<file path="src/rtl/cga_pkg.sv">
// Shared constants for the CGA/Tandy video gate-array register block:
// I/O offsets, indexed-register numbers, reset values and the wait-state FSM encoding.
package cga_pkg;

    localparam logic [3:0] OFS_CONTROL = 4'h8;
    localparam logic [3:0] OFS_COLOR   = 4'h9;
    localparam logic [3:0] OFS_STATUS  = 4'hA;
    localparam logic [3:0] OFS_DATA    = 4'hE;

    localparam logic [4:0] IDX_MASK     = 5'd1;
    localparam logic [4:0] IDX_BORDER   = 5'd2;
    localparam logic [4:0] IDX_MODE     = 5'd3;
    localparam logic [4:0] IDX_PAL_BASE = 5'h10;

    localparam logic [7:0] CONTROL_RST = 8'h29;

    typedef enum logic [1:0] {
        WAIT_IDLE,
        WAIT_WAIT,
        WAIT_READY
    } wait_state_t;

    // Palette index stays inside 0x10..0x1F, wrapping 0x1F -> 0x10.
    function automatic logic [4:0] pal_next_index(input logic [3:0] low);
        return IDX_PAL_BASE | {1'b0, low + 4'd1};
    endfunction

endpackage

</file>
<file path="src/rtl/cga_palette_ram.sv">
// Palette storage: one write port, one registered read port; reset loads the
// identity map (entry i holds i truncated to WIDTH).
module cga_palette_ram #(
    parameter int ENTRIES = 16,
    parameter int WIDTH   = 4,
    parameter int AW      = 4
) (
    input  logic             clk,
    input  logic             reset,
    input  logic             we,
    input  logic [AW-1:0]    wr_addr,
    input  logic [WIDTH-1:0] wr_data,
    input  logic [AW-1:0]    rd_addr,
    output logic [WIDTH-1:0] rd_data
);

    logic [WIDTH-1:0] mem_reg [ENTRIES];

    always_ff @(posedge clk) begin
        if (reset) begin
            for (int i = 0; i < ENTRIES; i++) begin
                mem_reg[i] <= WIDTH'(i);
            end
        end else if (we) begin
            mem_reg[wr_addr] <= wr_data;
        end
    end

    // Read samples the pre-write contents, so a same-cycle write returns old data.
    always_ff @(posedge clk) begin
        if (reset) begin
            rd_data <= '0;
        end else begin
            rd_data <= mem_reg[rd_addr];
        end
    end

endmodule

</file>
<file path="src/rtl/cga_vgate_regs.sv">
// CGA/Tandy gate-array register block: 3Dx decode, mode/color/index registers,
// palette, synchronized status. Define CGA_BUS_WAIT_EN to add memory wait states.
module cga_vgate_regs
    import cga_pkg::*;
#(
    parameter logic [15:0] IO_BASE_ADDR = 16'h3D0,
    parameter int          PAL_ENTRIES  = 16,
    parameter int          PAL_WIDTH    = 4,
    parameter int          WAIT_CYCLES  = 4,
    localparam int         PAL_AW       = (PAL_ENTRIES > 1) ? $clog2(PAL_ENTRIES) : 1
) (
    input  logic                 clk,
    input  logic                 reset,
    input  logic [14:0]          bus_a,
    input  logic                 bus_ior_l,
    input  logic                 bus_iow_l,
    input  logic                 bus_memr_l,
    input  logic                 bus_memw_l,
    input  logic                 mem_cs,
    input  logic                 bus_aen,
    input  logic [7:0]           bus_d,
    output logic [7:0]           bus_out,
    output logic                 bus_dir,
    output logic                 bus_rdy,
    input  logic                 vsync_l,
    input  logic                 display_enable,
    output logic [7:0]           control_reg,
    output logic [7:0]           color_reg,
    output logic [3:0]           tandy_mode,
    output logic [3:0]           border_col,
    output logic [3:0]           pal_mask,
    input  logic [PAL_AW-1:0]    pal_rd_idx,
    output logic [PAL_WIDTH-1:0] pal_rd_data
);

    // Sync bit order {display_enable, vsync_l, ior_l, iow_l}. iow resets to
    // "held low" so a strobe still asserted after reset cannot look like a new edge.
    localparam logic [3:0] SYNC_RST = 4'b0110;

    logic [3:0] sync1_reg, sync2_reg;
    logic       iow_prev_reg;
    logic [4:0] index_reg;

    logic       iow_s, ior_s, vsync_s, de_s;
    logic       iow_fall, dec_hit, wr_hit, rd_hit, pal_we;
    logic [7:0] status;

    assign iow_s   = sync2_reg[0];
    assign ior_s   = sync2_reg[1];
    assign vsync_s = sync2_reg[2];
    assign de_s    = sync2_reg[3];

    always_ff @(posedge clk) begin
        if (reset) begin
            sync1_reg    <= SYNC_RST;
            sync2_reg    <= SYNC_RST;
            iow_prev_reg <= 1'b0;
        end else begin
            sync1_reg    <= {display_enable, vsync_l, bus_ior_l, bus_iow_l};
            sync2_reg    <= sync1_reg;
            iow_prev_reg <= iow_s;
        end
    end

    assign iow_fall = iow_prev_reg & ~iow_s;
    assign dec_hit  = ~bus_aen && (bus_a[14:4] == IO_BASE_ADDR[14:4]);
    assign wr_hit   = iow_fall & dec_hit;

    always_ff @(posedge clk) begin
        if (reset) begin
            control_reg <= CONTROL_RST;
            color_reg   <= 8'h00;
            index_reg   <= 5'd0;
            border_col  <= 4'h0;
            tandy_mode  <= 4'h0;
            pal_mask    <= 4'hF;
        end else if (wr_hit) begin
            case (bus_a[3:0])
                OFS_CONTROL: control_reg <= bus_d;
                OFS_COLOR:   color_reg   <= bus_d;
                OFS_STATUS:  index_reg   <= bus_d[4:0];
                OFS_DATA: begin
                    if (index_reg[4]) begin
                        index_reg <= pal_next_index(index_reg[3:0]);
                    end
                    case (index_reg)
                        IDX_MASK:   pal_mask   <= bus_d[3:0];
                        IDX_BORDER: border_col <= bus_d[3:0];
                        IDX_MODE:   tandy_mode <= bus_d[3:0];
                        default: ;
                    endcase
                end
                default: ;
            endcase
        end
    end

    // Palette slots beyond PAL_ENTRIES are silently dropped but still advance the index.
    assign pal_we = wr_hit && (bus_a[3:0] == OFS_DATA) && index_reg[4]
                    && ({1'b0, index_reg[3:0]} < 5'(PAL_ENTRIES));

    cga_palette_ram #(
        .ENTRIES(PAL_ENTRIES),
        .WIDTH  (PAL_WIDTH),
        .AW     (PAL_AW)
    ) u_palette (
        .clk    (clk),
        .reset  (reset),
        .we     (pal_we),
        .wr_addr(index_reg[PAL_AW-1:0]),
        .wr_data(bus_d[PAL_WIDTH-1:0]),
        .rd_addr(pal_rd_idx),
        .rd_data(pal_rd_data)
    );

    assign status  = {4'b1111, vsync_s, 2'b10, ~de_s};
    assign rd_hit  = ~ior_s && dec_hit && (bus_a[3:0] == OFS_STATUS);
    assign bus_dir = rd_hit;
    assign bus_out = rd_hit ? status : 8'h00;

`ifdef CGA_BUS_WAIT_EN
    // Memory strobe syncs reset to "held" for the same reason as iow.
    logic [1:0]  msync1_reg, msync2_reg;
    logic        mem_act, mem_act_prev_reg;
    wait_state_t state_reg, state_next;
    logic [3:0]  cnt_reg, cnt_next;

    assign mem_act = mem_cs & ~(&msync2_reg);

    always_ff @(posedge clk) begin
        if (reset) begin
            msync1_reg       <= 2'b00;
            msync2_reg       <= 2'b00;
            mem_act_prev_reg <= 1'b1;
            state_reg        <= WAIT_IDLE;
            cnt_reg          <= 4'd0;
        end else begin
            msync1_reg       <= {bus_memr_l, bus_memw_l};
            msync2_reg       <= msync1_reg;
            mem_act_prev_reg <= mem_act;
            state_reg        <= state_next;
            cnt_reg          <= cnt_next;
        end
    end

    always_comb begin
        state_next = state_reg;
        cnt_next   = cnt_reg;
        case (state_reg)
            WAIT_IDLE: begin
                if (mem_act && !mem_act_prev_reg) begin
                    state_next = WAIT_WAIT;
                    cnt_next   = 4'(WAIT_CYCLES);
                end
            end
            WAIT_WAIT: begin
                if (cnt_reg <= 4'd1) begin
                    state_next = WAIT_READY;
                end else begin
                    cnt_next = cnt_reg - 4'd1;
                end
            end
            WAIT_READY: begin
                if (!mem_act) begin
                    state_next = WAIT_IDLE;
                end
            end
            default: state_next = WAIT_IDLE;
        endcase
    end

    assign bus_rdy = (state_reg != WAIT_WAIT);
`else
    logic unused_mem;
    assign unused_mem = &{1'b0, bus_memr_l, bus_memw_l, mem_cs};
    assign bus_rdy    = 1'b1;
`endif

endmodule

</file>
<file path="config.mk">
export PLATFORM = sky130hd
export DESIGN_NAME = cga_vgate_regs
export DESIGN_NICKNAME = d
export VERILOG_FILES = /design/src/rtl/cga_pkg.sv /design/src/rtl/cga_palette_ram.sv /design/src/rtl/cga_vgate_regs.sv
export SDC_FILE = /design/constraint.sdc
export NUM_CORES = 1
export LEC_CHECK = 0
export BUFFER_PORTS_ARGS = -buffer_cell sky130_fd_sc_hd__buf_2
export CAP_MARGIN = 25
export CORE_AREA = 10 10 125 127
export DETAILED_ROUTE_END_ITERATION = 7
export DIE_AREA = 0 0 135 137
export GPL_TIMING_DRIVEN = 0
export PLACE_DENSITY = 0.62
export SETUP_SLACK_MARGIN = 0.05
export SYNTH_ARGS = -nofsm -noshare
export SYNTH_HDL_FRONTEND = slang
export SYNTH_HIERARCHICAL = 1
export SYNTH_SLANG_ARGS = --single-unit
</file>
<file path="constraint.sdc">
create_clock -name clk -period 3.9 [get_ports clk]
set_clock_uncertainty 0.05 [all_clocks]
set_input_delay 0.585 -clock clk [delete_from_list [all_inputs] [get_ports clk]]
set_output_delay 0.585 -clock clk [all_outputs]
set_load 0.02 [all_outputs]
</file>
---- Word level (Yosys, flattened, before mapping) ----
Memory sizes are Yosys's and may differ from the RTL's. A register that Yosys moved wholly into a read port is not among the register bits.
Cells that the tools add are included.
word-level totals
  bits in registers ....................... 42
  memory bits (writable) .................. 64
  bits of input ports ..................... 37
  output and inout bits ................... 42
  word-level logic and storage cells ...... 52
  memories ................................ 1
memory list
  name               depth  bits a word  rd ports  clocked after memory_dff  wr ports  line                   text
  u_palette.mem_reg  16     4            1         1                         16        cga_palette_ram.sv:17  logic [WIDTH-1:0] mem_reg [ENTRIES];
cells by class
  add/subtract/negate cells ............... 1
  equal/unequal tests ..................... 9
  muxes and demuxes ....................... 11
  bitwise gates (word level) .............. 6
  reduce and logical (&&, ||, !) cells .... 14
operators with widths
  cell                                                               number
  4-bit == test (second input constant)                              4
  3-bit AND reduction                                                4
  11-bit by 6-bit == test with 1-bit output (second input constant)  1
  5-bit by 2-bit == test with 1-bit output (second input constant)   2
  5-bit case mux with 2 select lines                                 1
  4-bit 2-to-1 mux                                                   2
  8-bit 2-to-1 mux                                                   1
  1-bit 2-to-1 mux                                                   6
  2-bit AND reduction                                                3
  5-bit by 1-bit == test with 1-bit output (second input constant)   1
  1-bit logical AND                                                  5
  5-bit 2-to-1 mux                                                   1
  4-bit by 1-bit adder with 4-bit output (second input constant)     1
  1-bit inverter                                                     4
  4-bit OR reduction                                                 1
  1-bit bitwise AND                                                  2
  2-bit inequality test (second input constant)                      1
  2-bit nonzero test                                                 1

---- Longest topological paths before layout ----
Gate-level depths: netlist of run 1.
  depth in word-level cells ............... 10
  depth in mapped cells ................... 9
  gate-level depth less buffers ........... 7

---- Cells and area by module ----
The synthesis of run 1 kept the hierarchy.
modules (own cells, without submodules)
  module           times used  cells each  area an instance (µm²)  seq. area each (µm²)
  cga_palette_ram  1           238         3250.6                  2001.9
  cga_vgate_regs   1           212         1908.1                  840.8

---- Worst setup path before layout of run 1 ----
OpenSTA, ideal clock, no wires.
  kind .................................... input to output
  from .................................... in bus_a[13]
  to ...................................... out bus_out[0]
  arrival time ............................ 2765 ps
  required time ........................... 3265 ps
  path slack .............................. 500 ps
  cell stages on the path ................. 5
  buffers on the path ..................... 1
  path through ............................ or4_4 > or3_1 > buf_2 > nor4_2 > nor2b_1
on the way
  word-level cells in the longest chain between the ends .. 5
ends and longest elaborated chain
  what                                       line                   text
  start, declared                            cga_vgate_regs.sv:14   input logic [14:0] bus_a,
  11-bit by 6-bit == test with 1-bit output  cga_vgate_regs.sv:66   assign dec_hit = ~bus_aen && (bus_a[14:4] == IO_BASE_ADDR[14:4]);
  1-bit logical AND                          cga_vgate_regs.sv:66
  1-bit logical AND (2 in series)            cga_vgate_regs.sv:117  assign rd_hit = ~ior_s && dec_hit && (bus_a[3:0] == OFS_STATUS);
  via bus_dir                                cga_vgate_regs.sv:23   output logic bus_dir,
  8-bit 2-to-1 mux                           cga_vgate_regs.sv:119  assign bus_out = rd_hit ? status : 8'h00;
  end, declared                              cga_vgate_regs.sv:22   output logic [7:0] bus_out,
The timed path passes the listed nets, and every way through them passes these cells.

==> results of run 1 <==
[cells in the final DEF, fill, tap and decap left out, types with 10 or more instances in the layout]
| cell | count |
|---|---|
| a21oi_1 | 16 |
| and2_1 | 33 |
| nand2b_1 | 23 |
| nor2_1 | 29 |
| dfxtp_1 | 46 |
| nand2_1 | 10 |
| buf_2 | 81 |
| edfxtp_1 | 64 |
| nor2b_1 | 12 |
| or3_1 | 29 |
| mux2i_1 | 27 |
| nand3_1 | 23 |
| mux4_2 | 10 |
| or2_2 | 19 |
| clkbuf_1 | 18 |
| o21ai_0 | 11 |
[metrics by stage]
step | area, um2 | TNS (ps) | cells
6_report | 6060 | 0 | 715
4_1_cts | 6060 | 0 | 715
3_5_place_dp | 5744 | -260.2 | 699
3_3_place_gp | 5744 | -225.0 | 699
5_1_grt | 6060 | 0 | 715
2_1_floorplan | 5159 | 0 | 450
[worst max-delay path by stage]
stage,end,depth (start not counted),start
2_1_floorplan,bus_out[0],5,bus_a[13]
3_3_place_gp,u_palette/mem_reg[4][2],9,bus_a[13]
3_5_place_dp,u_palette/mem_reg[4][2],9,bus_a[13]
4_1_cts,u_palette/mem_reg[4][2],9,bus_a[13]
5_1_grt,u_palette/mem_reg[0][2],9,bus_a[13]
6_report,u_palette/mem_reg[4][1],9,bus_a[13]
[cell type report]
class	count	area (um2)
timing repair buffer	73	365.4
inverter	2	7.507
tap	176	220.2
clock inverter	4	58.81
fill	1245	7025
buffer	36	188.9
sequential	110	2843
multi-input combinational	302	2120
clock buffer	12	256.5
[per-layer routing]
layer	wire (um)	part of all wire [%]	up-vias	track usage, %
met4	186	1.5	0	4.187
li1	-	-	1804	-
met1	5499	44	1813	15.94
met5	0	0	-	0
met3	869	6.9	15	5.792
met2	6067	48	99	23.66
[cell families after synthesis]
| family | after synthesis |
|---|---|
| xor+xnor | 2 |
| simple gates | 211 |
| buf+inv | 38 |
| mux | 38 |
| flops | 110 |
| other cells | 2 |
| compound gates | 46 |
| fa+ha+maj | 3 |
[power groups by stage]
| stage | clock network [mW] | logic [mW] | registers, mW |
|---|---|---|---|
| floorplan | 0 | 0.0951 | 1.30 |
| global placement | 0 | 0.164 | 1.30 |
| detailed placement | 0 | 0.167 | 1.30 |
| CTS | 0.991 | 0.168 | 1.27 |
| global route | 1.03 | 0.181 | 1.27 |
| finish | 0.963 | 0.166 | 1.27 |
[worst reg2reg max path: cells and delay by family, from the launching register on]
kind	cells	cell delay, ps
AND/OR/NAND/NOR	7	2190
flip-flops	1	310
buffers and inverters	1	270
==> metrics.cfg, run 1 <==
[floorplanning]
ios = 79
start_util_pct = 39.42
die_area_mm2 = 0.01850
die_x_um = 135
core-area_mm2 = 0.01309
rows = 42
die_h_um = 137

[synthesis]
synthArstFlopShare_pct = 0
synth-compound-area-share_pct = 5.433
syn_area_mm2 = 0.005159
yosys_warnings = 6
yosys-top-cells-area = edfxtp_1 37%, dfxtp_1 18%, mux2i_1 5.2%
synth_largest_area_cell = edfxtp_1
avgSynthCellArea_um2 = 11.46
synthXorXnorAreaFrac_pct = 0.3396
synth_top_family_by_area = simple AND/OR/NAND/NOR gates
ys.flop_type = edfxtp_1
syn_inst = 450
synthesis.nets = 490
synth_cell_types = 47
synth_mux_area_share_pct = 10.11
synth_edf_count = 64
synthSimpleGateAreaFrac_pct = 24.33
synthTopCellsByCount = 64 x edfxtp_1, 46 x dfxtp_1, 33 x and2_1
yosys.area_share.adder_pct = 0.7276
ys_seq_elements = 110
yosysSeqAreaShare_pct = 55.11
synth_top_area_share_pct = 37.25
synth.most_common_cell = edfxtp_1

[clock_tree]
clock_sinks = 110
cts_tree = built
clock-root-buffer = clkbuf_16
post_cts_resized = 0
clock_latency_ps = 350
cts.clk_slew.worst_paths_ps = 60
htree_levels = 3
numCtsBuffers = 9
hold_buffers = 0
cts.path.max_buffers = 2
post-cts-setup-buffers = 0

[cells_and_area]
diodes = 0
synthToLayoutAreaGrowth_pct = 17.46
post-route-util_pct = 46.31
largest_reg_flops = 64
drive_above_1_share_pct = 26.16
fin_nets = 574

[route]
drt_iter0_drc = 184
drt.antenna.violating_nets = 0
wl_per_cell_um = 17.65
dr.pass1.iters = 5
num_vias = 3731
drc = 0
totalWireLength_um = 12620
vias_per_cell = 5.218

[sta]
drv_slew = 0
max_freq_mhz = 280.5
setup_viol = 0
grt_setup_unrepaired = no
worstMarginPinSlew_ps = 953.1
relSlewSlack_pct = 35.57
finalHoldViolCount = 0
setup_ws_ps = 334.4
holdWs_ps = 363.6
finalCriticalPeriod_ps = 3566
post-route-period-util_pct = 91.42

[worst_setup_path]
rr_endpoint = u_palette/mem_reg[4][1]
crit_path_cell_trace = buf_2 -> or4_4 -> or4_1 -> clkbuf_1 -> nor2_1 -> nor3b_2 -> nand2_1 -> nor3_1 -> or2_2
end_kind = register
ff2ff_path_depth = 8
cp.arrival_ps = 3570
cpPeakStageDelay_ps = 610
required_ps = 3910
r2r_start = sync2_reg[0]
cp_slowest_cell = or4_1
reg2reg_slack_ps = 800
crit_type = input port to register
start_kind = input port
critical-path-top-delay-family = simple AND/OR/NAND/NOR gates
path_max_fanout = 10
critical_path_buf_inv_count = 2

[placed_design]
place_ws_ps = -54.27
gp_congestion = 0.8378
placement.io_buffers = 73
dp_hpwl_um = 9384

[pwr]
pwr-share-comb_pct = 6.9
p_switching_mw = 0.5079
peakVddDrop_v = 0.0002882
clock_power_share_pct = 40.2
p_per_area_mw_per_mm2 = 395.8
total_leakage_power_nw = 2.308
power.total_mw = 2.398
internal-power_mw = 1.891
swShare_pct = 21.18
seqPwrFrac_pct = 52.9

[grt]
grtUsageTotal_pct = 14.02
grt_pass1_vias = 3861
overflow = 0
grt_pass1_wl_um = 20150
antenna_found_initial = 0
grt_max_degree = 17

[hold_path]
min_path_type = register to register
holdPathEnd = sync2_reg[2]
hold_start = sync1_reg[2]
hold_depth = 1

[outcome]
status = complete, no violations

[job]
drv_cap = 0

Power figures use the tool's default switching activity.
==> run 2, diff against run 1 <==
--- a/config.mk
+++ b/config.mk
@@ -5,13 +5,13 @@
 export SDC_FILE = /design/constraint.sdc
 export NUM_CORES = 1
 export LEC_CHECK = 0
-export BUFFER_PORTS_ARGS = -buffer_cell sky130_fd_sc_hd__buf_2
 export CAP_MARGIN = 25
-export CORE_AREA = 10 10 125 127
+export CORE_AREA = 2 2 117 119
 export DETAILED_ROUTE_END_ITERATION = 7
-export DIE_AREA = 0 0 135 137
+export DIE_AREA = 0 0 119 121
+export DONT_BUFFER_PORTS = 1
 export GPL_TIMING_DRIVEN = 0
-export PLACE_DENSITY = 0.62
+export PLACE_DENSITY = 0.57
 export SETUP_SLACK_MARGIN = 0.05
 export SYNTH_ARGS = -nofsm -noshare
 export SYNTH_HDL_FRONTEND = slang
==> run 2 against run 1 <==
Compared with the run above: clock power down 3.4%; global-route usage up 3.6 points; first-iteration DRC count down 6.5%; setup slack worse by 15 ps; sequential cell count unchanged; combinational power down 25%; largest power group unchanged.
==> metrics.cfg, run 2 (synthesis gave the netlist of run 1 again) <==
[sta]
worstMarginPinSlew_ps = 1006  ; was 953.1 ps
finalHoldViolCount = 0  ; unchanged
setup_viol = 0  ; unchanged
max_freq_mhz = 279.3  ; was 280.5 MHz
setup_ws_ps = 319.8  ; was 334.4 ps
relSlewSlack_pct = 32.38  ; was 35.57%
drv_slew = 0  ; unchanged
finalCriticalPeriod_ps = 3580  ; was 3566 ps
tns_ps = 0  ; unchanged
grt_setup_unrepaired = no  ; unchanged
post-route-period-util_pct = 91.80  ; was 91.42%

[cells_and_area]
diodes = 0  ; unchanged
fin_nets = 501  ; was 574
layout_commonest_cell = edfxtp_1  ; was buf_2
nFillCells = 1246  ; was 1245
drive_above_1_share_pct = 14.59  ; was 26.16%
layout_common_cells = 64 x edfxtp_1, 46 x dfxtp_1, 33 x and2_1  ; was 81 x buf_2, 64 x edfxtp_1, 46 x dfxtp_1
synthToLayoutAreaGrowth_pct = 10.09  ; was 17.46%
finalInstanceArea_mm2 = 0.005679  ; was 0.006060 mm2
largest_reg_flops = 64  ; unchanged

[worst_setup_path]
crit_path_cell_trace = or4_4 -> or3_1 -> buf_2 -> nor4_2 -> nor2b_1  ; was buf_2 -> or4_4 -> or4_1 -> clkbuf_1 -> nor2_1 -> nor3b_2 -> nand2_1 -> nor3_1 -> or2_2
rr_endpoint = u_palette/mem_reg[0][1]  ; was u_palette/mem_reg[4][1]
critical-path-top-delay-family = simple AND/OR/NAND/NOR gates  ; unchanged
start_kind = input port  ; unchanged
cp_slowest_cell = nor4_2  ; was or4_1
end_kind = output port  ; was register
required_ps = 3260  ; was 3910 ps
cpPeakStageDelay_ps = 830  ; was 610 ps
r2r_start = sync2_reg[0]  ; unchanged
cp.arrival_ps = 2950  ; was 3570 ps
ff2ff_path_depth = 8  ; unchanged
cp-startpoint = bus_a[13]  ; unchanged
crit_type = input port to output port  ; was input port to register
path_max_fanout = 8  ; was 10
critical_path_buf_inv_count = 1  ; was 2
reg2reg_slack_ps = 710  ; was 800 ps

[clock_tree]
numCtsBuffers = 9  ; unchanged
post-cts-setup-buffers = 0  ; unchanged
htree_levels = 3  ; unchanged
cts_tree = built  ; unchanged
cts.path.max_buffers = 2  ; unchanged
hold_buffers = 0  ; unchanged
clock_latency_ps = 350  ; about the same
clock-root-buffer = clkbuf_16  ; unchanged
post_cts_resized = 0  ; unchanged
clock_sinks = 110  ; unchanged
cts.clk_slew.worst_paths_ps = 70  ; was 60 ps

[grt]
grtUsageTotal_pct = 17.66  ; was 14.02%
grt_pass1_vias = 3564  ; was 3861
overflow = 0  ; unchanged
grt_max_degree = 18  ; was 17
grt_pass1_wl_um = 19340  ; was 20150 um
antenna_found_initial = 0  ; unchanged

[route]
totalWireLength_um = 11950  ; was 12620 um
drt.antenna.violating_nets = 0  ; unchanged
drt_iter0_drc = 172  ; was 184
wl_per_cell_um = 18.61  ; was 17.65 um
dr.pass1.iters = 4  ; was 5
drc = 0  ; unchanged
num_vias = 3509  ; was 3731
vias_per_cell = 5.466  ; was 5.218

[pwr]
p_per_area_mw_per_mm2 = 410.6  ; was 395.8 mW/mm2
peakVddDrop_v = 0.0002515  ; was 0.0002882 V
total_leakage_power_nw = 1.970  ; was 2.308 nW

[hold_path]
hold_start = bus_ior_l  ; was sync1_reg[2]
min_path_type = input port to register  ; was register to register
holdPathEnd = sync1_reg[1]  ; was sync2_reg[2]
hold_depth = 1  ; unchanged

[floorplanning]
die_x_um = 119  ; was 135 um
die_h_um = 121  ; was 137 um
start_util_pct = 39.42  ; unchanged
die_area_mm2 = 0.01440  ; was 0.01850 mm2
ios = 79  ; unchanged
core-area_mm2 = 0.01309  ; unchanged
rows = 42  ; unchanged

[placed_design]
place_ws_ps = 41.32  ; was -54.27 ps
placement.io_buffers = 0  ; was 73
gp_congestion = 0.8259  ; was 0.8378
post_dp_cell_area_mm2 = 0.005379  ; was 0.005744 mm2
dp_hpwl_um = 8690  ; was 9384 um

[job]
drv_cap = 0  ; unchanged

[outcome]
status = complete, no violations  ; unchanged

[run 2: cell types whose count changed in the layout (fill, tap and decap cells not counted), sizes merged]
| cell | previous run | this run |
|---|---|---|
| clkbuf | 31 | 30 |
| bufinv | 2 | 1 |
| clkinv | 1 | 3 |
| buf | 90 | 17 |
[run 2: per-stage QoR]
stage	power [mW]	hold slack, ps	util [%]	instances
2_1_floorplan	1.393	339.5	-	450
3_3_place_gp	1.426	343.5	41.11	626
3_5_place_dp	1.430	349.6	41.11	626
4_1_cts	2.352	273.3	43.40	642
5_1_grt	2.410	267.3	43.40	642
6_report	2.332	287.3	43.40	642
[run 2: worst reg2reg max path, delay by kind of cell (launching register included)]
family | cells | cell delay, ps
flip-flops | 1 | 320
AND/OR/NAND/NOR | 7 | 2250
buffers and inverters | 1 | 270
[run 2: how the worst max path moves through the flow]
stage                                    to  slack [ps]  cells after the start
floorplan                        bus_out[0]         500                      5
global placement    u_palette/mem_reg[0][0]          50                      8
detailed placement  u_palette/mem_reg[0][1]          40                      8
CTS                              bus_out[0]         280                      5
global route                     bus_out[0]         160                      5
finish                           bus_out[0]         320                      5
[run 2: report_power, final]
part	switching [mW]	internal [mW]
logic	0.0720	0.0524
registers	0.0177	1.26
clock network	0.413	0.517
[run 2: layer usage]
metal  global-route usage [%]  part of all wire [%]
met3                    6.532                   6.9
met4                    5.283                   1.7
met1                    20.96                    41
met5                        0                     0
met2                    29.96                    50
[run 2: area by class of cell]
class / count / area (um2) / share of cell area (%)
sequential: 110 / 2843 / 50.06
multi-input combinational: 302 / 2120 / 37.32
clock buffer: 11 / 242.7 / 4.274
tap: 176 / 220.2 / 3.878
buffer: 36 / 188.9 / 3.327
clock inverter: 5 / 57.56 / 1.013
inverter: 2 / 7.507 / 0.1322
==> run 3, diff against run 2 <==
--- a/config.mk
+++ b/config.mk
@@ -10,7 +10,6 @@
 export DETAILED_ROUTE_END_ITERATION = 7
 export DIE_AREA = 0 0 119 121
 export DONT_BUFFER_PORTS = 1
-export GPL_TIMING_DRIVEN = 0
 export PLACE_DENSITY = 0.57
 export SETUP_SLACK_MARGIN = 0.05
 export SYNTH_ARGS = -nofsm -noshare
==> run 3 against run 2 <==
Compared with the run above: register-to-register slack better by 430 ps; total power is 0.18% lower; highest routed layer unchanged; core utilization is 0.77 points lower; largest cell class unchanged; sequential power hardly changed; count of clock-buffer cells in the layout is 2 lower; hold slack worse by 47 ps; global-route usage is 1.6 points lower; critical path type unchanged; die area stayed put; sequential cell count stayed put; critical endpoint unchanged; combinational power is 28% lower; non-clock buffer count is 28 lower.
==> metrics.cfg, run 3 (synthesis gave the netlist of run 1 again) <==
[sta]
setup_ws_ps = 676.2  ; was 319.8 ps
post-route-period-util_pct = 82.66  ; was 91.80%
finalCriticalPeriod_ps = 3224  ; was 3580 ps
finalHoldViolCount = 0  ; unchanged
setup_viol = 0  ; unchanged
drv_slew = 0  ; unchanged
worstMarginPinSlew_ps = 578.6  ; was 1006 ps
relSlewSlack_pct = 61.13  ; was 32.38%
tns_ps = 0  ; unchanged
grt_setup_unrepaired = no  ; unchanged
max_freq_mhz = 310.2  ; was 279.3 MHz

[pwr]
internal-power_mw = 1.778  ; was 1.830 mW
clock_power_share_pct = 41.3  ; was 39.9%
total_leakage_power_nw = 1.919  ; was 1.970 nW
peakVddDrop_v = 0.0002497  ; was 0.0002515 V
swShare_pct = 23.63  ; was 21.54%
pwr-share-comb_pct = 3.8  ; was 5.3%
p_switching_mw = 0.5500  ; was 0.5023 mW
seqPwrFrac_pct = 54.9  ; was 54.8%
p_per_area_mw_per_mm2 = 417.3  ; was 410.6 mW/mm2

[worst_setup_path]
critPathMostFrequentCell = buf_4
crit_type = input port to output port  ; unchanged
start_kind = input port  ; unchanged
cp.arrival_ps = 2590  ; was 2950 ps
cp_slowest_cell = or4_4  ; was nor4_2
required_ps = 3260  ; about the same
crit_path_cell_trace = or4_4 -> or3_1 -> nor4_4 -> buf_4 -> nor2b_1 -> buf_4  ; was or4_4 -> or3_1 -> buf_2 -> nor4_2 -> nor2b_1
cpPeakStageDelay_ps = 550  ; was 830 ps
path_max_fanout = 8  ; unchanged
ff2ff_path_depth = 7  ; was 8
end_kind = output port  ; unchanged

[grt]
overflow = 0  ; unchanged
antenna_found_initial = 0  ; unchanged
grtUsageTotal_pct = 16.03  ; was 17.66%
grt_pass1_vias = 3291  ; was 3564
grt_max_degree = 75  ; was 18
grt_pass1_wl_um = 17730  ; was 19340 um

[route]
drc = 0  ; unchanged
num_vias = 3288  ; was 3509
drt.antenna.violating_nets = 0  ; unchanged
dr.pass1.iters = 4  ; unchanged
vias_per_cell = 5.355  ; was 5.466
wl_per_cell_um = 17.93  ; was 18.61 um
drt_iter0_drc = 166  ; was 172
totalWireLength_um = 11010  ; was 11950 um

[floorplanning]
rows = 42  ; unchanged
ios = 79  ; unchanged
die_h_um = 121  ; unchanged
die_x_um = 119  ; unchanged
core-area_mm2 = 0.01309  ; unchanged
start_util_pct = 39.42  ; unchanged
die_area_mm2 = 0.01440  ; unchanged

[placed_design]
dp.cells = 598  ; was 626
dp_hpwl_um = 7426  ; was 8690 um
place_ws_ps = 493.6  ; was 41.32 ps
post_dp_cell_area_mm2 = 0.005259  ; was 0.005379 mm2
gp_congestion = 0.7441  ; was 0.8259
placement.io_buffers = 0  ; unchanged

[outcome]
status = complete, no violations  ; unchanged

[cells_and_area]
layout_common_cells = 64 x edfxtp_1, 46 x dfxtp_1, 33 x and2_1  ; unchanged
synthToLayoutAreaGrowth_pct = 8.125  ; was 10.09%
largest_reg_flops = 64  ; unchanged
fin_nets = 473  ; was 501
diodes = 0  ; unchanged
fin_cells = 614  ; was 642
post-route-util_pct = 42.63  ; was 43.40%
nFillCells = 1226  ; was 1246
layout_commonest_cell = edfxtp_1  ; unchanged
drive_above_1_share_pct = 13.24  ; was 14.59%
finalInstanceArea_mm2 = 0.005578  ; was 0.005679 mm2

[clock_tree]
clock_sinks = 110  ; unchanged
clock_latency_ps = 350  ; about the same
hold_buffers = 0  ; unchanged
cts.path.max_buffers = 2  ; unchanged
htree_levels = 3  ; unchanged
cts_tree = built  ; unchanged
clock-root-buffer = clkbuf_16  ; unchanged
post-cts-setup-buffers = 0  ; unchanged
post_cts_resized = 0  ; unchanged
numCtsBuffers = 9  ; unchanged
cts.clk_slew.worst_paths_ps = 80  ; was 70 ps

[hold_path]
hold_depth = 1  ; unchanged
min_path_type = input port to register  ; unchanged

[job]
drv_cap = 0  ; unchanged

## run 3: changes by cell type in the layout (fill, tap and decap cells not counted), moves of 2 or more
cell	change
buf_2	-8
buf_6	-2
inv_8	+4
clkinv_8	+2
clkbuf_2	-2
clkinv_2	-2
clkbuf_1	-18
## run 3: final timing paths
check	from	end	slack, ps
worst max-delay path	bus_a[13]	bus_out[0]	680
worst min-delay path	reset	sync1_reg[0]	240
worst max register to register	sync2_reg[0]	u_palette/mem_reg[4][1]	1140
worst min register to register	sync1_reg[2]	sync2_reg[2]	360
## run 3: power groups by stage
stage          combinational (mW)  clock, mW  sequential (mW)
2_1_floorplan              0.0951          0             1.30
4_1_cts                    0.0894      0.983             1.28
5_1_grt                    0.0969       1.02             1.28
3_3_place_gp               0.0869          0             1.30
3_5_place_dp               0.0894          0             1.30
6_report                   0.0891      0.962             1.28
## run 3: critical path: cells and delay by family
family / cells / cell delay [ps]
buffers and inverters: 2 / 530
and+or+nand+nor: 4 / 1480
## run 3: stage by stage
stage               hold slack [ps]  total power, mW
floorplan                     339.5            1.393
global placement              343.2            1.391
detailed placement            346.4            1.394
CTS                           227.4            2.350
global route                  222.1            2.402
finish                        240.4            2.328
## run 3: area by class of cell
| cell class | count | area, um2 | area share (%) |
|---|---|---|---|
| Multi-Input combinational cell | 302 | 2128 | 38.16 |
| Tap cell | 176 | 220.2 | 3.948 |
| Clock inverter | 7 | 93.84 | 1.682 |
| Inverter | 2 | 7.507 | 0.1346 |
| Timing Repair Buffer | 8 | 60.06 | 1.077 |
| Clock buffer | 9 | 225.2 | 4.038 |
| Sequential cell | 110 | 2843 | 50.96 |
## run 3: routing by layer
| metal | routed length (um) | up-vias | global-route usage (%) |
|---|---|---|---|
| met5 | 0 | - | 0 |
| met4 | 237 | 0 | 6.771 |
| met3 | 694 | 16 | 4.558 |
| met2 | 5395 | 87 | 27.12 |
| met1 | 4684 | 1589 | 19.19 |
| li1 | - | 1596 | - |
